[src/rtl/core_wb_arb_if.sv]
// Writeback arbiter bus bundle: ALU and LSU result channels, register-file write port, pending mask.
// The fwd_* bypass signals exist only when CORE_WB_FWD_EN is defined.
interface core_wb_arb_if;
    localparam int unsigned ADDR_W = 4;
    localparam int unsigned DATA_W = 32;
    localparam int unsigned NREG   = 16;

    logic              alu_valid;
    logic              alu_ready;
    logic [ADDR_W-1:0] alu_addr;
    logic [DATA_W-1:0] alu_data;

    logic              lsu_valid;
    logic              lsu_ready;
    logic [ADDR_W-1:0] lsu_addr;
    logic [DATA_W-1:0] lsu_data;
    logic [1:0]        lsu_size;
    logic [1:0]        lsu_off;
    logic              lsu_signed;

    logic              wb;
    logic [ADDR_W-1:0] wb_addr;
    logic [DATA_W-1:0] wb_data;
    logic [NREG-1:0]   pend_mask;

`ifdef CORE_WB_FWD_EN
    logic              fwd_valid;
    logic [ADDR_W-1:0] fwd_addr;
    logic [DATA_W-1:0] fwd_data;
`endif

    modport master (
        output alu_valid, alu_addr, alu_data,
        output lsu_valid, lsu_addr, lsu_data, lsu_size, lsu_off, lsu_signed,
        input  alu_ready, lsu_ready, wb, wb_addr, wb_data,
`ifdef CORE_WB_FWD_EN
        input  fwd_valid, fwd_addr, fwd_data,
`endif
        input  pend_mask
    );

    modport slave (
        input  alu_valid, alu_addr, alu_data,
        input  lsu_valid, lsu_addr, lsu_data, lsu_size, lsu_off, lsu_signed,
        output alu_ready, lsu_ready, wb, wb_addr, wb_data,
`ifdef CORE_WB_FWD_EN
        output fwd_valid, fwd_addr, fwd_data,
`endif
        output pend_mask
    );
endinterface

[src/rtl/core_wb_arb.sv]
// Writeback arbiter: merges ALU results and extended load returns onto the single register-file write port.
// Optional execute-stage bypass outputs (fwd_*) are enabled by defining CORE_WB_FWD_EN.
module core_wb_arb #(
    parameter int unsigned LSU_DEPTH = 2
) (
    input logic          clk,
    input logic          rst_n,
    core_wb_arb_if.slave bus
);
    localparam int unsigned ADDR_W = 4;
    localparam int unsigned DATA_W = 32;
    localparam int unsigned NREG   = 16;
    localparam int unsigned PTR_W  = (LSU_DEPTH > 1) ? $clog2(LSU_DEPTH) : 1;
    localparam int unsigned CNT_W  = PTR_W + 1;

    typedef struct packed {
        logic [ADDR_W-1:0] addr;
        logic [DATA_W-1:0] data;
    } wb_entry_t;

    wb_entry_t         mem_q [LSU_DEPTH];
    wb_entry_t         mem_d [LSU_DEPTH];
    logic [PTR_W-1:0]  wr_ptr_q, wr_ptr_d;
    logic [PTR_W-1:0]  rd_ptr_q, rd_ptr_d;
    logic [PTR_W-1:0]  scan_ptr_c;
    logic [CNT_W-1:0]  count_q, count_d;

    logic              wb_q, wb_d;
    logic [ADDR_W-1:0] wb_addr_q, wb_addr_d;
    logic [DATA_W-1:0] wb_data_q, wb_data_d;

    logic              full_c, empty_c;
    logic              push_c, pop_c, sel_alu_c;
    logic              alu_ready_c, lsu_ready_c;
    logic [NREG-1:0]   pend_c;
    logic [7:0]        byte_c;
    logic [15:0]       half_c;
    wb_entry_t         push_entry_c, head_c, win_c;

    // Load alignment and extension, applied before the entry enters the FIFO.
    always_comb begin
        byte_c = bus.lsu_data[7:0];
        case (bus.lsu_off)
            2'd0:    byte_c = bus.lsu_data[7:0];
            2'd1:    byte_c = bus.lsu_data[15:8];
            2'd2:    byte_c = bus.lsu_data[23:16];
            default: byte_c = bus.lsu_data[31:24];
        endcase
        half_c = bus.lsu_off[1] ? bus.lsu_data[31:16] : bus.lsu_data[15:0];

        push_entry_c.addr = bus.lsu_addr;
        case (bus.lsu_size)
            2'd0:    push_entry_c.data = {{(DATA_W-8){bus.lsu_signed & byte_c[7]}}, byte_c};
            2'd1:    push_entry_c.data = {{(DATA_W-16){bus.lsu_signed & half_c[15]}}, half_c};
            default: push_entry_c.data = bus.lsu_data;
        endcase
    end

    // Occupancy, pending-write mask and arbitration.
    always_comb begin
        full_c     = (count_q == CNT_W'(LSU_DEPTH));
        empty_c    = (count_q == '0);
        head_c     = mem_q[rd_ptr_q];

        pend_c     = '0;
        scan_ptr_c = rd_ptr_q;
        for (int unsigned i = 0; i < LSU_DEPTH; i++) begin
            if (CNT_W'(i) < count_q) begin
                pend_c[mem_q[scan_ptr_c].addr] = 1'b1;
            end
            scan_ptr_c = scan_ptr_c + PTR_W'(1);
        end
        if (wb_q) begin
            pend_c[wb_addr_q] = 1'b1;
        end

        // A full FIFO blocks the ALU so the head always wins; WAW blocks on any pending write.
        alu_ready_c = rst_n && !full_c && !pend_c[bus.alu_addr];
        lsu_ready_c = rst_n && !full_c;
        push_c      = bus.lsu_valid && lsu_ready_c;
        sel_alu_c   = bus.alu_valid && alu_ready_c;
        pop_c       = rst_n && !sel_alu_c && !empty_c;

        if (sel_alu_c) begin
            win_c.addr = bus.alu_addr;
            win_c.data = bus.alu_data;
        end else begin
            win_c = head_c;
        end
    end

    // Next-state for FIFO storage, pointers and the write-port register.
    always_comb begin
        mem_d = mem_q;
        if (push_c) begin
            mem_d[wr_ptr_q] = push_entry_c;
        end
        wr_ptr_d  = push_c ? wr_ptr_q + PTR_W'(1) : wr_ptr_q;
        rd_ptr_d  = pop_c  ? rd_ptr_q + PTR_W'(1) : rd_ptr_q;
        count_d   = count_q + CNT_W'(push_c) - CNT_W'(pop_c);

        wb_d      = sel_alu_c || pop_c;
        wb_addr_d = wb_d ? win_c.addr : wb_addr_q;
        wb_data_d = wb_d ? win_c.data : wb_data_q;
    end

    always_ff @(posedge clk or negedge rst_n) begin
        if (!rst_n) begin
            for (int unsigned i = 0; i < LSU_DEPTH; i++) begin
                mem_q[i] <= '0;
            end
            wr_ptr_q  <= '0;
            rd_ptr_q  <= '0;
            count_q   <= '0;
            wb_q      <= 1'b0;
            wb_addr_q <= '0;
            wb_data_q <= '0;
        end else begin
            mem_q     <= mem_d;
            wr_ptr_q  <= wr_ptr_d;
            rd_ptr_q  <= rd_ptr_d;
            count_q   <= count_d;
            wb_q      <= wb_d;
            wb_addr_q <= wb_addr_d;
            wb_data_q <= wb_data_d;
        end
    end

    assign bus.alu_ready = alu_ready_c;
    assign bus.lsu_ready = lsu_ready_c;
    assign bus.wb        = wb_q;
    assign bus.wb_addr   = wb_addr_q;
    assign bus.wb_data   = wb_data_q;
    assign bus.pend_mask = pend_c;

`ifdef CORE_WB_FWD_EN
    // Same-cycle view of the winner for execute-stage bypass.
    assign bus.fwd_valid = rst_n && wb_d;
    assign bus.fwd_addr  = (rst_n && wb_d) ? win_c.addr : '0;
    assign bus.fwd_data  = (rst_n && wb_d) ? win_c.data : '0;
`endif
endmodule

[src/flat_wrapper.sv]
// flat-port wrapper written by rule: the top's interface ports become plain ports
module core_wb_arb_flat 
#(
    parameter int unsigned LSU_DEPTH = 2
)
  (clk, rst_n, bus_alu_valid, bus_alu_addr, bus_alu_data, bus_lsu_valid, bus_lsu_addr, bus_lsu_data, bus_lsu_size, bus_lsu_off, bus_lsu_signed, bus_alu_ready, bus_lsu_ready, bus_wb, bus_wb_addr, bus_wb_data, bus_pend_mask);
  core_wb_arb_if bus_i ();
  input logic clk;
  input logic rst_n;
  input wire logic [$bits(bus_i.alu_valid)-1:0] bus_alu_valid;
  input wire logic [$bits(bus_i.alu_addr)-1:0] bus_alu_addr;
  input wire logic [$bits(bus_i.alu_data)-1:0] bus_alu_data;
  input wire logic [$bits(bus_i.lsu_valid)-1:0] bus_lsu_valid;
  input wire logic [$bits(bus_i.lsu_addr)-1:0] bus_lsu_addr;
  input wire logic [$bits(bus_i.lsu_data)-1:0] bus_lsu_data;
  input wire logic [$bits(bus_i.lsu_size)-1:0] bus_lsu_size;
  input wire logic [$bits(bus_i.lsu_off)-1:0] bus_lsu_off;
  input wire logic [$bits(bus_i.lsu_signed)-1:0] bus_lsu_signed;
  output wire logic [$bits(bus_i.alu_ready)-1:0] bus_alu_ready;
  output wire logic [$bits(bus_i.lsu_ready)-1:0] bus_lsu_ready;
  output wire logic [$bits(bus_i.wb)-1:0] bus_wb;
  output wire logic [$bits(bus_i.wb_addr)-1:0] bus_wb_addr;
  output wire logic [$bits(bus_i.wb_data)-1:0] bus_wb_data;
  output wire logic [$bits(bus_i.pend_mask)-1:0] bus_pend_mask;
  assign bus_i.alu_valid = bus_alu_valid;
  assign bus_i.alu_addr = bus_alu_addr;
  assign bus_i.alu_data = bus_alu_data;
  assign bus_i.lsu_valid = bus_lsu_valid;
  assign bus_i.lsu_addr = bus_lsu_addr;
  assign bus_i.lsu_data = bus_lsu_data;
  assign bus_i.lsu_size = bus_lsu_size;
  assign bus_i.lsu_off = bus_lsu_off;
  assign bus_i.lsu_signed = bus_lsu_signed;
  assign bus_alu_ready = bus_i.alu_ready;
  assign bus_lsu_ready = bus_i.lsu_ready;
  assign bus_wb = bus_i.wb;
  assign bus_wb_addr = bus_i.wb_addr;
  assign bus_wb_data = bus_i.wb_data;
  assign bus_pend_mask = bus_i.pend_mask;
  core_wb_arb #(.LSU_DEPTH(LSU_DEPTH)) u_core (.clk(clk), .rst_n(rst_n), .bus(bus_i));
endmodule
[config.mk]
export PLATFORM = sky130hd
export DESIGN_NAME = core_wb_arb_flat
export DESIGN_NICKNAME = d
export VERILOG_FILES = /design/src/rtl/core_wb_arb_if.sv /design/src/rtl/core_wb_arb.sv /design/src/flat_wrapper.sv
export SDC_FILE = /design/constraint.sdc
export NUM_CORES = 1
export LEC_CHECK = 0
export ABC_CLOCK_PERIOD_IN_PS = 9600
export CORE_MARGIN = 3
export CORE_UTILIZATION = 56
export CTS_CLUSTER_DIAMETER = 50
export DETAILED_ROUTE_END_ITERATION = 7
export GPL_TIMING_DRIVEN = 0
export PLACE_DENSITY = 0.87
export SLEW_MARGIN = 40
export SYNTH_ARGS = -nofsm -noshare
export SYNTH_HDL_FRONTEND = slang
export SYNTH_SLANG_ARGS = --single-unit
[constraint.sdc]
create_clock -name clk -period 9.6 [get_ports clk]
set_input_delay 0.96 -clock clk [delete_from_list [all_inputs] [get_ports clk]]
set_output_delay 0.96 -clock clk [all_outputs]
set_load 0.01 [all_outputs]
Word-level counts from Yosys, hierarchy flattened:

Index checks and enable logic that the tools add are counted.

* register bits after elaboration: 113
* input bits: 81
* output and inout port bits: 55
* logic and storage cells: 80

* $add $sub $neg: 4
* order comparisons: 13
* eq/ne operators: 4
* mux-type cells: 24
* bitwise gates (word level): 7
* reductions and logical operators: 18

Operators by type and width (count)
* 36-bit 2-to-1 mux: 8
* 72-bit bitwise mux: 1
* 16-bit 2-to-1 mux: 4
* 32-bit case mux with 2 select lines: 1
* 36-bit demux with 1-bit select: 1
* 16-bit bitwise OR: 2
* 8-bit case mux with 3 select lines: 1
* 4-bit by 5-bit less-than comparator with 1-bit output (second input constant): 4
* 1-bit demux with 4-bit select: 3
* 4-bit by 1-bit greater-or-equal comparator with 1-bit output (second input constant): 3
* 1-bit logical AND: 10
* 2-bit greater-or-equal comparator (second input constant): 3
* 2-bit zero test: 3
* 1-bit inverter with 2-bit output: 3
* 1-bit binary-select mux with 4-bit select: 1
* 2-bit by 1-bit == test with 1-bit output (second input constant): 2
* 2-bit == test (second input constant): 2
* 1-bit zero test: 4
* 1-bit by 2-bit less-than comparator with 1-bit output (first input constant): 2
* 1-bit 2-to-1 mux: 4
* 1-bit adder (second input constant): 2
* 2-bit by 1-bit adder with 2-bit output: 1
* 1-bit AND: 2
* 2-bit by 1-bit less-than comparator with 1-bit output (second input constant): 1
* 2 further kinds: 2

Logic depth before layout (Yosys ltp):

* word-level depth: 22
* gate-level depth with buffers: 16
* gate-level depth less buffers: 12

Least setup slack after synthesis:

OpenSTA, ideal clock, no wires.

* kind: input-to-reg
* from: input port bus_alu_addr[1]
* to: register u_core.count_q[1]
* library setup time: 0.132 ns
* arrival time: 3.171 ns
* data required time: 9.468 ns
* slack: 6.297 ns
* stages on the path: 13
* cell sequence: clkbuf_1 -> nand3_1 -> or4_1 -> o211a_1 -> o211ai_1 -> and4_4 -> buf_2 -> nor2_1 -> ha_1 -> inv_1 -> ha_1 -> xnor2_1 -> xnor2_1

* word-level cells in the longest chain between the ends: 9

Ends and longest elaborated chain
* from (decl): line flat_wrapper.sv:11 `input wire logic [$bits(bus_i.alu_addr)-1:0] bus_alu_addr;`
* 1-bit binary-select mux with 4-bit select: line core_wb_arb.sv:78 `alu_ready_c = rst_n && !full_c && !pend_c[bus.alu_addr];`
* 1-bit 2-to-1 mux (implied by the code): line core_wb_arb.sv:78
* 1-bit zero test: line core_wb_arb.sv:78
* 1-bit logical AND: line core_wb_arb.sv:78
* 1-bit logical AND: line core_wb_arb.sv:81 `sel_alu_c = bus.alu_valid && alu_ready_c;`
* 1-bit zero test: line core_wb_arb.sv:82 `pop_c = rst_n && !sel_alu_c && !empty_c;`
* 1-bit logical AND (2 in series): line core_wb_arb.sv:82
* net u_core.pop_c: line core_wb_arb.sv:33 `logic push_c, pop_c, sel_alu_c;`
* 2-bit by 1-bit subtractor with 2-bit output: line core_wb_arb.sv:100 `count_d = count_q + CNT_W'(push_c) - CNT_W'(pop_c);`
* net u_core.count_d[1]: line core_wb_arb.sv:26 `logic [CNT_W-1:0] count_q, count_d;`
* to (signal assigned): line core_wb_arb.sv:122 `count_q <= count_d;`
* to (decl): line core_wb_arb.sv:26

The timed path passes the listed nets, and every way through them passes these cells. The select of a mux whose other input is x is not followed.
A chain may end at the register's enable or synchronous reset.

Final worst setup path:

* from: register u_core.mem_q[33] in the netlist's numbering
* to: output port bus_alu_ready

* word-level cells in the longest chain between the ends: 16
* elaborated cells on any way between the ends: 25
* those cells by class: order compare: 4; mux: 15; bitwise: 2; reduce/logical: 4

Ends and longest elaborated chain
* from (decl): line core_wb_arb.sv:21 `wb_entry_t mem_q [LSU_DEPTH];`
* from (signal assigned): line core_wb_arb.sv:119 `mem_q <= mem_d;`
* 36-bit 2-to-1 mux (implied by the code) (3 in series): line core_wb_arb.sv:69 `pend_c[mem_q[scan_ptr_c].addr] = 1'b1;`
* 4-bit by 5-bit less-than comparator with 1-bit output (implied by the code) or 4-bit by 1-bit greater-or-equal comparator with 1-bit output (tied branches): line core_wb_arb.sv:69
* 1-bit logical AND (implied by the code): line core_wb_arb.sv:69
* 1-bit 2-to-1 mux (implied by the code): line core_wb_arb.sv:69
* 1-bit demux with 4-bit select
* 16-bit 2-to-1 mux: line core_wb_arb.sv:68 `if (CNT_W'(i) < count_q) begin`
* 16-bit bitwise OR (no line)
* 16-bit 2-to-1 mux (*): line core_wb_arb.sv:68
* 16-bit bitwise OR (no line)
* 16-bit 2-to-1 mux (*): line core_wb_arb.sv:73 `if (wb_q) begin`
* 1-bit binary-select mux with 4-bit select (*): line core_wb_arb.sv:78
* 1-bit 2-to-1 mux (implied by the code) (*): line core_wb_arb.sv:78
* 1-bit zero test (*): line core_wb_arb.sv:78
* 1-bit logical AND (*): line core_wb_arb.sv:78
* to (decl): line flat_wrapper.sv:19 `output wire logic [$bits(bus_i.alu_ready)-1:0] bus_alu_ready;`

Every way passes the cells marked *; elsewhere a longest branch is shown, timed or not. The select of a mux whose other input is x is not followed.

==> run metrics <==
Yosys Warn Count=0; drt drc=0; largest net degree at the start of global routing=70; total chip power=2.773 mW; flops & latches, synth=113; vias in the first global route=6,548; Post-synth EDFFs=0; Final Max Tran Viols=0; clock tree root driver cell=clkbuf_16; R2R cell count=14; Synth-to-Final Area Change=33.22%; synth unique cells=65; Pwr Density=326.5 nW/um^2; Data arrival, critical path=3.57 ns; Worst Setup End Kind=output pin; Vias=6,253; Setup Viol. Count Final=0; worst slew pin tran=0.8214 ns; fin nets=892; Synth Instances=655; row cnt=38; WS Path Type=reg -> out; top_reg_cell synth=dfrtp_1; H-tree Lvls=4; post-DP HPWL=15.37 mm; sequential area share after synthesis=0.4435; area share of the largest cell type after synthesis=0.4435; CTS tree=built; Final Skew=0.004570 ns; global-route wire length before repair=34.29 mm; clock sink count=113; critical path data required time=8.64 ns; status=finished, final reports clean; CTS Buffer Depth=2; GRT Total Usage=0.3441; GRT Residual Overflow=0; PortBufs=134; Seq. cell area=2828 sq um; Core Area=10,980 sq um; Pre-Repair DR Iteration Count=8; die area=12,700 sq um; asr flop ratio synth=1.000; layout cells sized above 1=0.1425; hold_buf cts=0; crit-path max FO=9; area leader, netlist=dfrtp_1; relative slew slack=0.4368; Cell Area, Synth=6376 sq um; number of max-cap violations=0; post-synthesis net count=738; Initial Util=0.5805; Static Leak=3.623 nW; antenna viol nets, final=0; Worst Hold Class=in -> async; VDD IR-drop max=0.0001968 V; Multi-input gate area=3307 sq um; Tmin final=4.534 ns; clk_lat worst skew=0.40 ns; WL/cell=22.37 um; fin crit share=0.4723; Post-Route WL=21.50 mm; synthesized area per cell=9.735 sq um; Placer Congestion=0.9987; Final TNS setup=0 ns; post-CTS setup buffers=0; antenna violations before repair=0; Die Width=112.7 um; Die Height=112.7 um; I/O Pins=136; unrepaired setup endpoints after global routing=false; fill count=673; # resized after CTS=0; CTS clk-pin slew, worst paths=0.05 ns; startpoint type of the worst setup path=register; total CTS buffers=17; fmax=0.2205 GHz; # diodes=0; drt initial violations=628; Final Hold Vio Count=0; top post-synthesis cells by area=dfrtp_1 44%, mux2_2 10%, o21ai_0 7.4%; DR vias/cell=6.507
[layer usage]
metal	track usage	share of wire	up-vias
li1	-	-	2701
met1	0.4154	0.37	3071
met2	0.5810	0.50	390
met3	0.07166	0.075	91
met4	0.1811	0.056	0
met5	0	0	-
[flip-flops by register name (all words and copies together) (netlist names)]
register,flops
u_core.bus.wb,1
u_core.bus.wb_addr,4
u_core.bus.wb_data,32
u_core.count_q,2
u_core.mem_q,72
u_core.rd_ptr_q,1
u_core.wr_ptr_q,1
[through the flow]
stage                     setup WS [ns]  hold slack (ns)  utilization  cells  cell area [sq um]
after floorplan                   6.297           0.4492            -    655               6376
after global placement            1.774           0.4602       0.7186    929               7893
after detailed placement          5.315           0.4700       0.7226    930               7936
after CTS                         5.067           0.4691       0.7727    961               8487
after global routing              4.966           0.4742       0.7734    961               8494
final                             5.066           0.4590       0.7734    961               8494
[critical path, stage by stage (launching register included)]
cell and delay [ns]:
dfrtp_1 0.32, clkbuf_1 0.32, mux2i_1 0.38, a2111oi_1 0.76, nor4_1 0.12, o21ai_0 0.31, o211ai_1 0.22, and3_1 0.25
clkdlybuf4s50_1 0.49
[cell usage in the layout, fill, tap and decap left out, drive strengths merged, types with 3 or more instances in the layout]
| cell | n |
|---|---|
| o21ai | 94 |
| and3b | 5 |
| clkdlybuf4s50 | 133 |
| nand2 | 99 |
| nand3 | 14 |
| or3 | 4 |
| a21oi | 29 |
| o22ai | 7 |
| a222oi | 7 |
| mux2i | 42 |
| o211ai | 10 |
| dfrtp | 113 |
| mux2 | 67 |
| nor3b | 11 |
| buf | 15 |
| inv | 12 |
| nor3 | 3 |
| nor2b | 4 |
| o2111ai | 3 |
| nor2 | 22 |
| clkinv | 5 |
| a31oi | 4 |
| a2111oi | 5 |
| clkbuf | 60 |
| or2 | 4 |
[cell type report]
type,instances,share of cell area
repair buffers,135,0.1617
plain buffers,48,0.02534
multi-input cells,482,0.3893
clock inverters,6,0.006481
flip-flops and latches,113,0.3329
inverters,12,0.005303
well taps,140,0.02062
clock buffers,25,0.05833
[cells in the mapped netlist, drive strengths merged, types with 3 or more instances]
library cell / n
dfrtp: 113
nand2: 99
o21ai: 94
mux2: 67
mux2i: 42
clkbuf: 35
a21oi: 29
nor2: 22
nand3: 14
buf: 13
inv: 12
nor3b: 11
o211ai: 10
a222oi: 7
o22ai: 7
a2111oi: 5
and3b: 5
a31oi: 4
nor2b: 4
or2: 4
or3: 4
nor3: 3
o2111ai: 3
[where the power goes]
group	leakage [nW]	switching, mW	internal [mW]
registers	1.41	0.154	0.704
clock network	0.277	0.206	0.379
logic	1.94	0.708	0.622
[cells by family (layout without fill, tap and decap cells)]
kind of cell / count (synthesis) / count (layout) / synth area share
xor+xnor: 2 / 2 / 0.002748
fa+ha+maj: 2 / 2 / 0.003924
simple gates: 184 / 184 / 0.1393
compound gates: 184 / 184 / 0.1754
mux: 110 / 110 / 0.1943
buf+inv: 60 / 226 / 0.04082
flops: 113 / 113 / 0.4435
[worst paths after layout]
path | startpoint | slack [ns] | to
setup / recovery | u_core.mem_q[33] | 5.07 | bus_alu_ready
hold / removal | rst_n | 0.46 | u_core.mem_q[57]
setup reg to reg | u_core.mem_q[33] | 5.70 | u_core.count_q[1]
hold reg to reg | u_core.mem_q[1] | 0.48 | u_core.mem_q[1]
max in group asynchronous | rst_n | 8.49 | u_core.bus.wb_data[2]
min in group clk | u_core.mem_q[1] | 0.48 | u_core.mem_q[1]
Power figures use the tool's default switching activity.
==> edit: new RTL, same flow settings <==
`LSU_DEPTH` is set to 2 in 2 places; all go to 4.
--- a/src/rtl/core_wb_arb.sv
+++ b/src/rtl/core_wb_arb.sv
@@ -2,5 +2,5 @@
 // Optional execute-stage bypass outputs (fwd_*) are enabled by defining CORE_WB_FWD_EN.
 module core_wb_arb #(
-    parameter int unsigned LSU_DEPTH = 2
+    parameter int unsigned LSU_DEPTH = 4
 ) (
     input logic          clk,
--- a/src/flat_wrapper.sv
+++ b/src/flat_wrapper.sv
@@ -2,5 +2,5 @@
 module core_wb_arb_flat 
 #(
-    parameter int unsigned LSU_DEPTH = 2
+    parameter int unsigned LSU_DEPTH = 4
 )
   (clk, rst_n, bus_alu_valid, bus_alu_addr, bus_alu_data, bus_lsu_valid, bus_lsu_addr, bus_lsu_data, bus_lsu_size, bus_lsu_off, bus_lsu_signed, bus_alu_ready, bus_lsu_ready, bus_wb, bus_wb_addr, bus_wb_data, bus_pend_mask);
Function: changed (a bounded check fails within 4 cycles, from zero or initial values and one cycle with rst_n low).
==> edit against the unedited design <==
Sequential cell count is 75 higher. Worst hold slack worse by 0.025 ns. Sequential share of layout area rose by 4.3 points. Power is 63% higher. Wire length grew 32%. Design area is 47% higher. Area after synthesis rose by 61%. Final cell count grew 32%. Critical path depth up 2. Clock skew up 0.0057 ns. Setup slack got worse by 0.49 ns. Largest cell class unchanged. Largest power group unchanged.
==> edit: results (changes against the unedited design) <==
cts_made_buffers: 17  # unchanged
nNetsFinal: 1119  # was 892
place.gp.congestion: 0.964  # was 0.999
leakage_nw: 5.25  # was 3.62 nW
cts_root_buf: "clkbuf_16"  # unchanged
cts_max_level: 4  # unchanged
synthDistinctLibCells: 63  # was 65
syn_nets: 964  # was 738
grt_util_all_layers_pct: 29.3  # was 34.4%
dpl_cell_area_mm2: 0.0119  # was 0.00794 mm^2
dr.pass1.iters: 7  # was 8
worstPathArrival_ns: 4.07  # was 3.57 ns
place_ws_ns: 5.10  # was 5.32 ns
cp_max_fo: 10  # was 9
cts_buffer_depth: 2  # unchanged
drive_gt1_share_pct: 22.8  # was 14.3%
fillCellCount: 1114  # was 673
synth-xor-area-share_pct: 0.342  # was 0.275%
hold_class: "in -> async"  # unchanged
clk_pin_slew_worst_paths_ns: 0.07  # was 0.05 ns
dpl.hpwl_mm: 20.1  # was 15.4 mm
grt_first_pass_wirelength_mm: 45.7  # was 34.3 mm
viasPerCell: 6.52  # was 6.51
synth_compound_area_share_pct: 11.4  # was 17.5%
grt_pass1_vias: 8454  # was 6548
fin_skew_ns: 0.0102  # was 0.00457 ns
ir_worst_vdd_mv: 0.277  # was 0.197 mV
synth.area.mux_share_pct: 28.8  # was 19.4%
cts_resized: 0  # unchanged
portBuffers: 134  # unchanged
insertion_delay_ns: 0.44  # was 0.40 ns
synth_area_leaders: "dfrtp_1, mux2_2, mux4_2, o21ai_0, nand2_1"  # was dfrtp_1, mux2_2, o21ai_0, mux2i_1, nand2_1
initialDrtViolationCount: 805  # was 628
synth_adder_area_share_pct: 1.17  # was 0.392%
grt_max_degree: 77  # was 70
route.detailed.wl_per_inst_um: 22.4  # about the same
ys_seq_area_share_pct: 45.9  # was 44.3%
ys_warn_count: 0  # unchanged
n_antenna_cell: 0  # unchanged
relSlewSlack_pct: 47.4  # was 43.7%
outcome: "finished clean"  # unchanged
largest_reg_flops: 144  # was 72
synth_common_cells: "dfrtp_1, mux2_2, nand2_1, o21ai_0, mux4_2"  # was dfrtp_1, nand2_1, o21ai_0, mux2_2, mux2i_1
final_max_slew_viol_count: 0  # unchanged
==> edit: worst paths after layout <==
kind / startpoint / to / slack, ns / cells after the start
min in group clk: u_core.mem_q[24]$_DFFE_PN0P_ / u_core.mem_q[24]$_DFFE_PN0P_ / 0.48 / 2
max in group asynchronous: rst_n / u_core.mem_q[33]$_DFFE_PN0P_ / 8.47 / 2
hold / removal: rst_n / u_core.bus.wb_data[17]$_DFFE_PN0P_ / 0.43 / 1
setup reg to reg: u_core.rd_ptr_q[1]$_DFFE_PN0P_ / u_core.count_q[2]$_DFF_PN0_ / 5.05 / 17
setup / recovery: u_core.rd_ptr_q[1]$_DFFE_PN0P_ / bus_alu_ready / 4.57 / 10
hold reg to reg: u_core.mem_q[24]$_DFFE_PN0P_ / u_core.mem_q[24]$_DFFE_PN0P_ / 0.48 / 2
==> edit: cell families after synthesis <==
kind of cell | count (synthesis)
AO/OA/AOI/OAI | 185
XOR/XNOR | 4
adder cells (fa/ha/maj) | 9
buffers and inverters | 72
flip-flops | 188
multiplexers | 220
AND/OR/NAND/NOR | 196
==> edit: area by class of cell <==
class                      instances  area, um^2  share of cell area [%]
multi-input combinational        614        5250                    41.9
sequential                       188        4700                    37.6
timing repair buffer             136        1400                    11.2
clock buffer                      18         429                    3.43
tap                              225         282                    2.25
buffer                            53         249                    1.99
clock inverter                    14         135                    1.08
inverter                          19        71.3                   0.570
==> edit: report_power, final <==
part	internal, mW	switching [mW]
combinational	1.22	1.19
clock	0.363	0.323
sequential	1.17	0.244
total	2.75	1.76
==> edit: per-stage QoR <==
step	TNS, ns	instances
2_1_floorplan	0	874
3_3_place_gp	-70.52	1233
3_5_place_dp	0	1235
4_1_cts	0	1267
5_1_grt	0	1267
6_report	0	1267
==> edit: worst max-delay path, stage by stage, from the launching register on <==
cell and delay (ns):
dfrtp_1 0.39, buf_2 0.28, mux2_2 0.36, mux2i_1 0.56
o21ai_0 0.31, nor3_1 0.32, nand4bb_1 0.17, a21oi_1 0.11
o41ai_4 0.54, nor2_1 0.09, clkdlybuf4s50_1 0.49
==> edit: layer usage <==
layer	track usage, %	up-vias	part of all wire, %
li1	-	3572	-
met1	38.9	4119	40
met2	46.5	474	48
met3	6.88	102	8.4
met4	13.1	0	3.9
met5	0	-	0
